[config.mk]
export PLATFORM = sky130hd
export DESIGN_NAME = wb_stage
export DESIGN_NICKNAME = d
export VERILOG_FILES = /design/src/rtl/mips_pkg.sv /design/src/rtl/load_align.sv /design/src/rtl/wb_stage.sv
export SDC_FILE = /design/constraint.sdc
export NUM_CORES = 1
export LEC_CHECK = 0
export BUFFER_PORTS_ARGS = -buffer_cell sky130_fd_sc_hd__buf_2
export CAP_MARGIN = 10
export CORE_AREA = 5 5 112 114
export DETAILED_ROUTE_END_ITERATION = 7
export DIE_AREA = 0 0 117 119
export PLACE_DENSITY = 0.77
export SYNTH_ARGS = -nofsm -noshare
export SYNTH_HDL_FRONTEND = slang
export SYNTH_SLANG_ARGS = --single-unit
[constraint.sdc]
create_clock -name clk -period 1.58 [get_ports clk]
set_input_delay 0.237 -clock clk [delete_from_list [all_inputs] [get_ports clk]]
set_output_delay 0.237 -clock clk [all_outputs]
set_load 0.02 [all_outputs]
[src/rtl/mips_pkg.sv]
// -----------------------------------------------------------------------------
// mips_pkg
// Shared definitions for the MIPS pipeline write-back slice:
//   - load_type_e : LoadType encodings carried down the pipe with each load
//   - REG_ZERO    : architectural $0, never written
//   - STARVE_LIMIT_DEF : default blocked-cycle threshold for Starve_Req
// -----------------------------------------------------------------------------
package mips_pkg;

    typedef enum logic [2:0] {
        LT_LW  = 3'b000,
        LT_LB  = 3'b001,
        LT_LBU = 3'b010,
        LT_LH  = 3'b011,
        LT_LHU = 3'b100
    } load_type_e;

    localparam logic [4:0] REG_ZERO = 5'd0;

    localparam int STARVE_LIMIT_DEF = 8;

endpackage

[src/rtl/load_align.sv]
// -----------------------------------------------------------------------------
// load_align
// Purely combinational little-endian load alignment.
//   word      in  raw memory word
//   load_type in  LoadType encoding (unknown encodings behave as LW)
//   offset    in  byte address bits [1:0] of the load
//   result    out sign/zero-extended byte or halfword, or the whole word
// Only meaningful for WIDTH = 32.
// -----------------------------------------------------------------------------
module load_align
    import mips_pkg::*;
#(
    parameter int WIDTH = 32
) (
    input  logic [WIDTH-1:0] word,
    input  logic [2:0]       load_type,
    input  logic [1:0]       offset,
    output logic [WIDTH-1:0] result
);

    logic [7:0]  byte_sel;
    logic [15:0] half_sel;

    // Halfword select uses offset[1] only; offset[0] is ignored for LH/LHU.
    assign byte_sel = word[{offset, 3'b000} +: 8];
    assign half_sel = word[{offset[1], 4'b0000} +: 16];

    always_comb begin
        // NOTE: result gets a default first so no path through the case leaves
        // it unassigned; a missing default here would infer a latch.
        result = word;
        case (load_type)
            LT_LB:   result = {{(WIDTH-8){byte_sel[7]}}, byte_sel};
            LT_LBU:  result = {{(WIDTH-8){1'b0}}, byte_sel};
            LT_LH:   result = {{(WIDTH-16){half_sel[15]}}, half_sel};
            LT_LHU:  result = {{(WIDTH-16){1'b0}}, half_sel};
            default: result = word;
        endcase
    end

endmodule

[src/rtl/wb_stage.sv]
// -----------------------------------------------------------------------------
// wb_stage
// MIPS write-back stage: M/W pipeline register, result select, and
// arbitration of the single register-file write port between the pipeline
// and a one-entry buffer fed by a long-latency external producer.
//
// Ports:
//   clk, reset (async, active-low)
//   Stall_W, Flush_W               M/W register control (flush wins)
//   RegWrite_M .. WriteReg_M       MEM-stage instruction fields
//   Ext_Valid/Ext_Ready/Ext_Reg/Ext_Data  external write handshake
//   RegWrite_W/WriteReg_W/Result_W register-file write port
//   Pend_Valid/Pend_Reg            buffered write status for the hazard unit
//   Starve_Req                     buffer blocked >= STARVE_LIMIT cycles
//
// Build option: define WB_SUBWORD_LOAD_EN for LB/LBU/LH/LHU alignment;
// otherwise LoadType_M is ignored and loads return the raw word.
// -----------------------------------------------------------------------------
module wb_stage
    import mips_pkg::*;
#(
    parameter int WIDTH        = 32,
    parameter int STARVE_LIMIT = STARVE_LIMIT_DEF,
    parameter int CNT_W        = 4
) (
    input  logic             clk,
    input  logic             reset,
    input  logic             Stall_W,
    input  logic             Flush_W,
    input  logic             RegWrite_M,
    input  logic             MemtoReg_M,
    input  logic [2:0]       LoadType_M,
    input  logic [WIDTH-1:0] ALUOut_M,
    input  logic [WIDTH-1:0] ReadData_M,
    input  logic [4:0]       WriteReg_M,
    input  logic             Ext_Valid,
    output logic             Ext_Ready,
    input  logic [4:0]       Ext_Reg,
    input  logic [WIDTH-1:0] Ext_Data,
    output logic             RegWrite_W,
    output logic [4:0]       WriteReg_W,
    output logic [WIDTH-1:0] Result_W,
    output logic             Pend_Valid,
    output logic [4:0]       Pend_Reg,
    output logic             Starve_Req
);

    // M/W pipeline register
    logic             mw_regwrite;
    logic             mw_memtoreg;
    logic [WIDTH-1:0] mw_aluout;
    logic [WIDTH-1:0] mw_readdata;
    logic [4:0]       mw_writereg;

    // External write buffer and starvation counter
    logic             buf_valid;
    logic [4:0]       buf_reg;
    logic [WIDTH-1:0] buf_data;
    logic [CNT_W-1:0] starve_cnt;

    logic             pipe_wr;
    logic             drain;
    logic             discard;
    logic [WIDTH-1:0] load_data;
    logic [WIDTH-1:0] pipe_result;

`ifdef WB_SUBWORD_LOAD_EN
    logic [2:0] mw_loadtype;

    always_ff @(posedge clk or negedge reset) begin
        if (!reset)
            mw_loadtype <= LT_LW;
        else if (!Flush_W && !Stall_W)
            mw_loadtype <= LoadType_M;
    end

    load_align #(.WIDTH(WIDTH)) u_align (
        .word      (mw_readdata),
        .load_type (mw_loadtype),
        .offset    (mw_aluout[1:0]),
        .result    (load_data)
    );
`else
    logic unused_load_type;
    assign unused_load_type = ^LoadType_M;
    assign load_data        = mw_readdata;
`endif

    // Flush only needs to kill the write enable; the data fields are
    // don't-care for a bubble, so they simply hold.
    always_ff @(posedge clk or negedge reset) begin
        // NOTE: sequential state is updated with <= so every register samples
        // the pre-edge values regardless of statement order.
        if (!reset) begin
            mw_regwrite <= 1'b0;
            mw_memtoreg <= 1'b0;
            mw_aluout   <= '0;
            mw_readdata <= '0;
            mw_writereg <= REG_ZERO;
        end else if (Flush_W) begin
            mw_regwrite <= 1'b0;
        end else if (!Stall_W) begin
            mw_regwrite <= RegWrite_M;
            mw_memtoreg <= MemtoReg_M;
            mw_aluout   <= ALUOut_M;
            mw_readdata <= ReadData_M;
            mw_writereg <= WriteReg_M;
        end
    end

    assign pipe_result = mw_memtoreg ? load_data : mw_aluout;
    assign pipe_wr     = mw_regwrite && (mw_writereg != REG_ZERO);

    // Buffer leaves by draining through an idle port, or by being overwritten
    // by a younger pipeline write to the same register (WAW).
    assign drain   = buf_valid && !pipe_wr;
    assign discard = buf_valid && pipe_wr && (mw_writereg == buf_reg);

    always_comb begin
        RegWrite_W = 1'b0;
        WriteReg_W = REG_ZERO;
        Result_W   = '0;
        if (pipe_wr) begin
            RegWrite_W = 1'b1;
            WriteReg_W = mw_writereg;
            Result_W   = pipe_result;
        end else if (buf_valid) begin
            RegWrite_W = 1'b1;
            WriteReg_W = buf_reg;
            Result_W   = buf_data;
        end
    end

    // Accept only when empty, so accept and drain are mutually exclusive.
    // A transfer to $0 completes the handshake but is dropped.
    always_ff @(posedge clk or negedge reset) begin
        if (!reset) begin
            buf_valid <= 1'b0;
            buf_reg   <= REG_ZERO;
            buf_data  <= '0;
        end else if (drain || discard) begin
            buf_valid <= 1'b0;
        end else if (!buf_valid && Ext_Valid && (Ext_Reg != REG_ZERO)) begin
            buf_valid <= 1'b1;
            buf_reg   <= Ext_Reg;
            buf_data  <= Ext_Data;
        end
    end

    always_ff @(posedge clk or negedge reset) begin
        if (!reset)
            starve_cnt <= '0;
        else if (!buf_valid || drain || discard)
            starve_cnt <= '0;
        else if (starve_cnt != {CNT_W{1'b1}})
            starve_cnt <= starve_cnt + CNT_W'(1);
    end

    assign Ext_Ready  = !buf_valid;
    assign Pend_Valid = buf_valid;
    assign Pend_Reg   = buf_reg;
    assign Starve_Req = (starve_cnt >= CNT_W'(STARVE_LIMIT));

endmodule

==> flow_summary.yaml, run 1 <==
run_status:
  outcome: "finished with violations"
  violations: "negative setup slack"
placed_design:
  routabilityCongestion: 0.801
  hpwl_mm: 9.60
  post_dp_cell_area_sq_um: 6550
  numPortBuffers: 158
floorplan:
  dieArea_sq_um: 13900
  floorplan.initialDensity_pct: 45.1
  dieWidth_microns: 117
  fp.coreArea_sq_um: 11300
  rows: 39
  die-height_microns: 119
  num_io_pins: 162
worst_setup_path:
  cp.arrival_ps: 2170
  required_ps: 1340
  critPathMaxFanout: 12
  reg2reg_from: "mw_writereg[2]"
  critPathCaptureType: "primary output"
  worstSetupPathType: "reg -> out"
  reg2regPathDepth: 6
  rr_endpoint: "Pend_Valid"
  r2r_setup_slack_ps: -210
  start_kind: "flop"
final_layout:
  antennaDiodeCount: 0
  final_cell_mix: "buf_2, dfrtp_1, mux2_2, buf_6, buf_4"
  final_common_cell: "buf_2"
  area_growth_pct: 48.7
  fin_nets: 704
  stdcell_area_sq_um: 7590
  drive_above_1_share_pct: 66.1
synth:
  syn_avg_cell_area_sq_um: 13.1
  syn-cell-area_sq_um: 5100
  yosys.area.top_type: "dfrtp_1"
  synth_top_area_share_pct: 55.4
  syn-num-nets: 508
  synth_area_leaders: "dfrtp_1, mux2_2, mux2i_1, mux2_1, nand3_1"
  synth_cell_type_count: 26
  syn_inst: 390
  yosysSeqAreaShare_pct: 55.4
  yosysWarnings: 0
  yosys_register_bits: 113
timing:
  finalMaxSlewViolations: 0
  finalSetupViolations: 43
  fin_worst_skew_ps: 7.36
  tightest_slew_ps: 363
  hold_viol: 0
  rsz0062_at_grt: "true"
  finalCritPeriodShare_pct: 152
  holdWs_ps: 58.0
  setup-tns-final_ps: -30890
  slew-limit-headroom_pct: 75.8
  setup_ws_ps: -828
  max_freq_mhz: 415
  post-route-min-period_ps: 2410
grt:
  antenna_found_initial: 0
  grt_max_degree: 65
  grt_pass1_vias: 4422
  grt.total_usage_pct: 20.8
  grt_first_pass_wirelength_mm: 22.3
  grt_overflow: 0
detailed_routing:
  drt_iter0_markers: 135
  drt_pass1_iterations: 4
  drc: 0
  routedWlPerCell_microns: 18.7
  vias: 3897
  finalWirelength_mm: 13.9
  ant_nets: 0
  routed_via_density: 5.25
clock_network:
  clkSinkCount: 113
  clkLatencyLatePin_ps: 410
  cts_buffers: 17
  clkTransAtPathRegs_ps: 50
  htreeDepth: 4
  root_buffer: "clkbuf_16"
  cts_tree: "done"
  cts_buffer_depth: 2
power:
  peakVddDrop_uv: 839
  powerDensity_nw_per_um2: 1250
  power.leakage_nw: 3.60
worst_hold_path:
  hold-path-cell-count: 2
  min_path_type: "in -> reg"
  hp-start: "Flush_W"
  min_to: "mw_regwrite"
job:
  drv_cap: 0
synthesized netlist by cell type:
cell type  count
buf_1          1
nor3b_1        1
mux2_1        19
o21ai_0       32
buf_6          3
a211o_1        1
ha_1           2
clkbuf_2       2
xor2_1         5
buf_4          1
nor2_1         7
clkbuf_1      16
a31oi_1        1
o211ai_2       1
xnor2_1        1
nand3_1       37
or4_1          2
nand2_1        9
mux2i_1       34
inv_1          3
a32o_1         2
buf_2          5
nor3_1         3
o21ai_2        1
mux2_2        88
dfrtp_1      113
how the worst max path moves through the flow:
stage,from,end,slack [ps]
final,mw_writereg[2],Result_W[9],-830
after global routing,mw_writereg[2],Result_W[15],-920
after CTS,mw_writereg[2],Result_W[9],-860
after detailed placement,mw_writereg[2],Result_W[9],-440
after global placement,mw_writereg[2],Result_W[9],-420
after floorplan,mw_writereg[2],Result_W[17],-270
layout make-up:
class	instances	area (sq um)
multi-input combinational	246	2470
timing repair buffer	205	1570
sequential	113	2830
tap	143	179
clock inverter	5	27.5
fill	799	3730
inverter	3	11.3
clock buffer	27	503
flip-flops by register name, summed over array words and instances, names as in the netlist:
register / count
load_data: 32
mw_memtoreg: 1
buf_data: 32
Pend_Reg: 5
mw_regwrite: 1
starve_cnt: 4
mw_aluout: 32
mw_writereg: 5
Pend_Valid: 1
critical path, cell delays in order, from the launching register on:
cell and delay, ps:
dfrtp_1 370, or4_4 540, o21ai_4 210, buf_4 160
buf_12 130, nand3_1 110, o21ai_2 100, buf_6 140
timing repair:
| action | CTS | global route |
|---|---|---|
| hold buffers | 1 | 0 |
| pin swaps | 1 | 4 |
| cloned | 3 | 2 |
| endpoints found under the hold margin | 23 | 0 |
| setup endpoints to repair | 43 | 44 |
| resized for setup | 70 | 27 |
| setup buffers | 6 | 0 |
metrics by stage:
| step | utilization, % | std cells | power, W | setup slack [ps] |
|---|---|---|---|---|
| finish | 67.0 | 742 | 0.00947 | -828 |
| CTS | 65.7 | 741 | 0.00948 | -857 |
| global route | 67.0 | 742 | 0.00995 | -917 |
| global placement | 57.9 | 699 | 0.00571 | -417 |
| detailed placement | 57.9 | 699 | 0.00580 | -438 |
| floorplan | - | 390 | 0.00501 | -267 |
power breakdown:
part	total (W)	switching, W	internal, W
logic	0.00242	0.00112	0.00130
registers	0.00365	0.000293	0.00336
clock network	0.00340	0.00124	0.00216
total	0.00947	0.00265	0.00681
kinds of logic (layout without fill, tap and decap cells):
family,Yosys count,after routing,share of synthesized area (%)
adder cells (fa/ha/maj),2,2,0.490
buffers and inverters,31,240,2.97
flip-flops,113,113,55.4
multiplexers,141,141,30.3
XOR/XNOR,6,6,1.03
AO/OA/AOI/OAI,38,38,4.24
AND/OR/NAND/NOR,59,59,5.54
metal layers:
layer | wire length (microns) | track usage (%) | vias to the layer above
met5 | 0 | 0 | -
met4 | 242 | 7.96 | 0
met3 | 1060 | 6.64 | 23
met2 | 7150 | 34.8 | 133
met1 | 5420 | 24.9 | 1944
li1 | - | - | 1797
No activity file was read; power rests on OpenSTA's default activity.
==> run 2, diff against run 1 <==
--- a/config.mk
+++ b/config.mk
@@ -5,7 +5,7 @@
 export SDC_FILE = /design/constraint.sdc
 export NUM_CORES = 1
 export LEC_CHECK = 0
-export BUFFER_PORTS_ARGS = -buffer_cell sky130_fd_sc_hd__buf_2
+export BUFFER_PORTS_ARGS = -buffer_cell sky130_fd_sc_hd__buf_4
 export CAP_MARGIN = 10
 export CORE_AREA = 5 5 112 114
 export DETAILED_ROUTE_END_ITERATION = 7
==> run 2 against run 1 <==
The flow still finishes with violations (negative setup slack). Register-to-register slack got worse by 120 ps. Non-clock buffer count decreased by 6. Clock power is 19% higher. Sequential cell count is the same. Setup slack worse by 41 ps. Wire length is 1.4% higher. Sequential power about the same. Critical endpoint is now Result_W[27]. Largest cell class unchanged. Largest power group is now clock. Highest routed layer unchanged.
==> flow_summary.yaml, run 2 (synthesis results as in run 1) <==
run_status:
  outcome: "finished with violations"
  violations: "negative setup slack"
worst_hold_path:
  min_path_type: "in -> reg"
  min_to: "load_data[16]"
  hold-path-cell-count: 2
  hp-start: "ReadData_M[16]"
final_layout:
  area_growth_pct: 56.1
  fillCellCount: 775
  post-route-util_pct: 70.4
  drive_above_1_share_pct: 66.6
  antennaDiodeCount: 0
  final_common_cell: "buf_4"
  final_cells: 736
  final_cell_mix: "buf_4, dfrtp_1, mux2_2, mux2i_1, o21ai_2"
  multi_input_area_sq_um: 2470
  regArea_sq_um: 2830
  fin_nets: 698
clock_network:
  cts_tree: "done"
  clkTransAtPathRegs_ps: 60
  root_buffer: "clkbuf_16"
  clkSinkCount: 113
  cts_buffer_depth: 2
  htreeDepth: 4
  cts_buffers: 17
  clkLatencyLatePin_ps: 410
worst_setup_path:
  critPathMaxFanout: 7
  reg2reg_from: "mw_writereg[0]"
  r2r_setup_slack_ps: -330
  cp_top_family: "simple AND/OR/NAND/NOR gates"
  critPathCaptureType: "primary output"
  critPathMaxStageDelay_ps: 550
  reg2regPathDepth: 7
  crit_path_top_delay_cell: "or4_4"
  worstSetupPathType: "reg -> out"
  cp_common_cell: "o21ai_4"
  rr_endpoint: "starve_cnt[3]"
  crit_chain: "or4_4 > o21ai_4 > buf_12 > clkbuf_16 > nand3_4 > o21ai_4 > buf_6"
  start_kind: "flop"
  cp.arrival_ps: 2210
  path_buf_inv: 3
  required_ps: 1340
power:
  power_w: 0.0102
  power.leakage_nw: 3.73
  powerDensity_nw_per_um2: 1280
  peakVddDrop_uv: 841
placed_design:
  routabilityCongestion: 0.790
  numPortBuffers: 158
  hpwl_mm: 9.57
  post-place-cells: 690
timing:
  post-route-min-period_ps: 2450
  tightest_slew_ps: 407
  finalMaxSlewViolations: 0
  setup_ws_ps: -869
  hold_viol: 0
  finalCritPeriodShare_pct: 155
  fin_worst_skew_ps: 5.29
  slew-limit-headroom_pct: 72.8
  max_freq_mhz: 408
  finalSetupViolations: 43
  rsz0062_at_grt: "true"
floorplan:
  dieWidth_microns: 117
  dieArea_sq_um: 13900
  floorplan.initialDensity_pct: 45.1
  die-height_microns: 119
  num_io_pins: 162
  rows: 39
  fp.coreArea_sq_um: 11300
grt:
  grt.total_usage_pct: 19.8
  grt_overflow: 0
  grt_first_pass_wirelength_mm: 21.2
  grt_pass1_vias: 4157
  antenna_found_initial: 0
  grt_max_degree: 41
detailed_routing:
  ant_nets: 0
  drc: 0
  finalWirelength_mm: 14.1
  routedWlPerCell_microns: 19.1
  routed_via_density: 5.19
  drt_iter0_markers: 209
  drt_pass1_iterations: 6
  vias: 3820
job:
  drv_cap: 0
## run 2: changes by cell type in the layout (fill, tap and decap cells not counted), sizes merged
cell | before | now
inv | 3 | 4
dlygate4sd3 | 1 | 2
clkinv | 4 | 3
bufinv | 0 | 4
buf | 202 | 192
clkbuf | 29 | 24
clkinvlp | 1 | 5
## run 2: metrics by stage
stage | area [sq um] | setup WS, ps | setup TNS, ps | hold WS, ps
floorplan | 5380 | -267 | -11390 | -58.6
global placement | 6920 | -381 | -23510 | 195
detailed placement | 6920 | -423 | -25740 | 197
CTS | 7650 | -846 | -32030 | 33.7
global route | 7970 | -953 | -36910 | 26.6
finish | 7970 | -869 | -33500 | 52.1
## run 2: worst register-to-register path: stages, from the launching register on
cell and delay (ps):
dfrtp_1 380, or4_4 550, o21ai_4 210, buf_4 180, clkbuf_16 160, buf_4 120
a211o_4 120, nor3_1 60
## run 2: per-layer routing
layer  routed length (microns)  vias to the layer above  part of all wire [%]  track usage, %
li1                          -                     1785                     -               -
met1                      5720                     1893                    41            24.1
met5                         0                        -                     0               0
met4                       212                        0                   1.5            6.59
met2                      6990                      122                    50            31.6
met3                      1140                       20                   8.1            8.47
## run 2: cell type report
class	count	share of cell area (%)
sequential	113	35.5
multi-input combinational	246	31.0
timing repair buffer	199	23.2
clock buffer	19	5.56
clock inverter	13	2.32
tap	143	2.25
inverter	3	0.141
## run 2: worst max-delay path by stage
stage | startpoint | to | slack [ps] | cells after the start
after global placement | mw_writereg[2] | Result_W[8] | -380 | 6
final | mw_writereg[0] | Result_W[27] | -870 | 7
after CTS | mw_writereg[2] | Result_W[29] | -850 | 7
after floorplan | mw_writereg[2] | Result_W[17] | -270 | 5
after detailed placement | mw_writereg[2] | Result_W[6] | -420 | 6
after global routing | mw_writereg[0] | Result_W[27] | -950 | 7
## run 2: where the power goes
group          internal (W)  switching [W]  leakage [nW]
Clock               0.00268        0.00136         0.292
Combinational       0.00138        0.00113          2.10
Sequential          0.00336       0.000293          1.33
## run 2: timing repair
action	CTS	global route
hold buffers	2	0
pin swaps	0	5
hold endpoints to repair	27	0
endpoints found under the setup margin	43	43
setup buffers	3	3
resized for setup	5	42
gates cloned	1	6
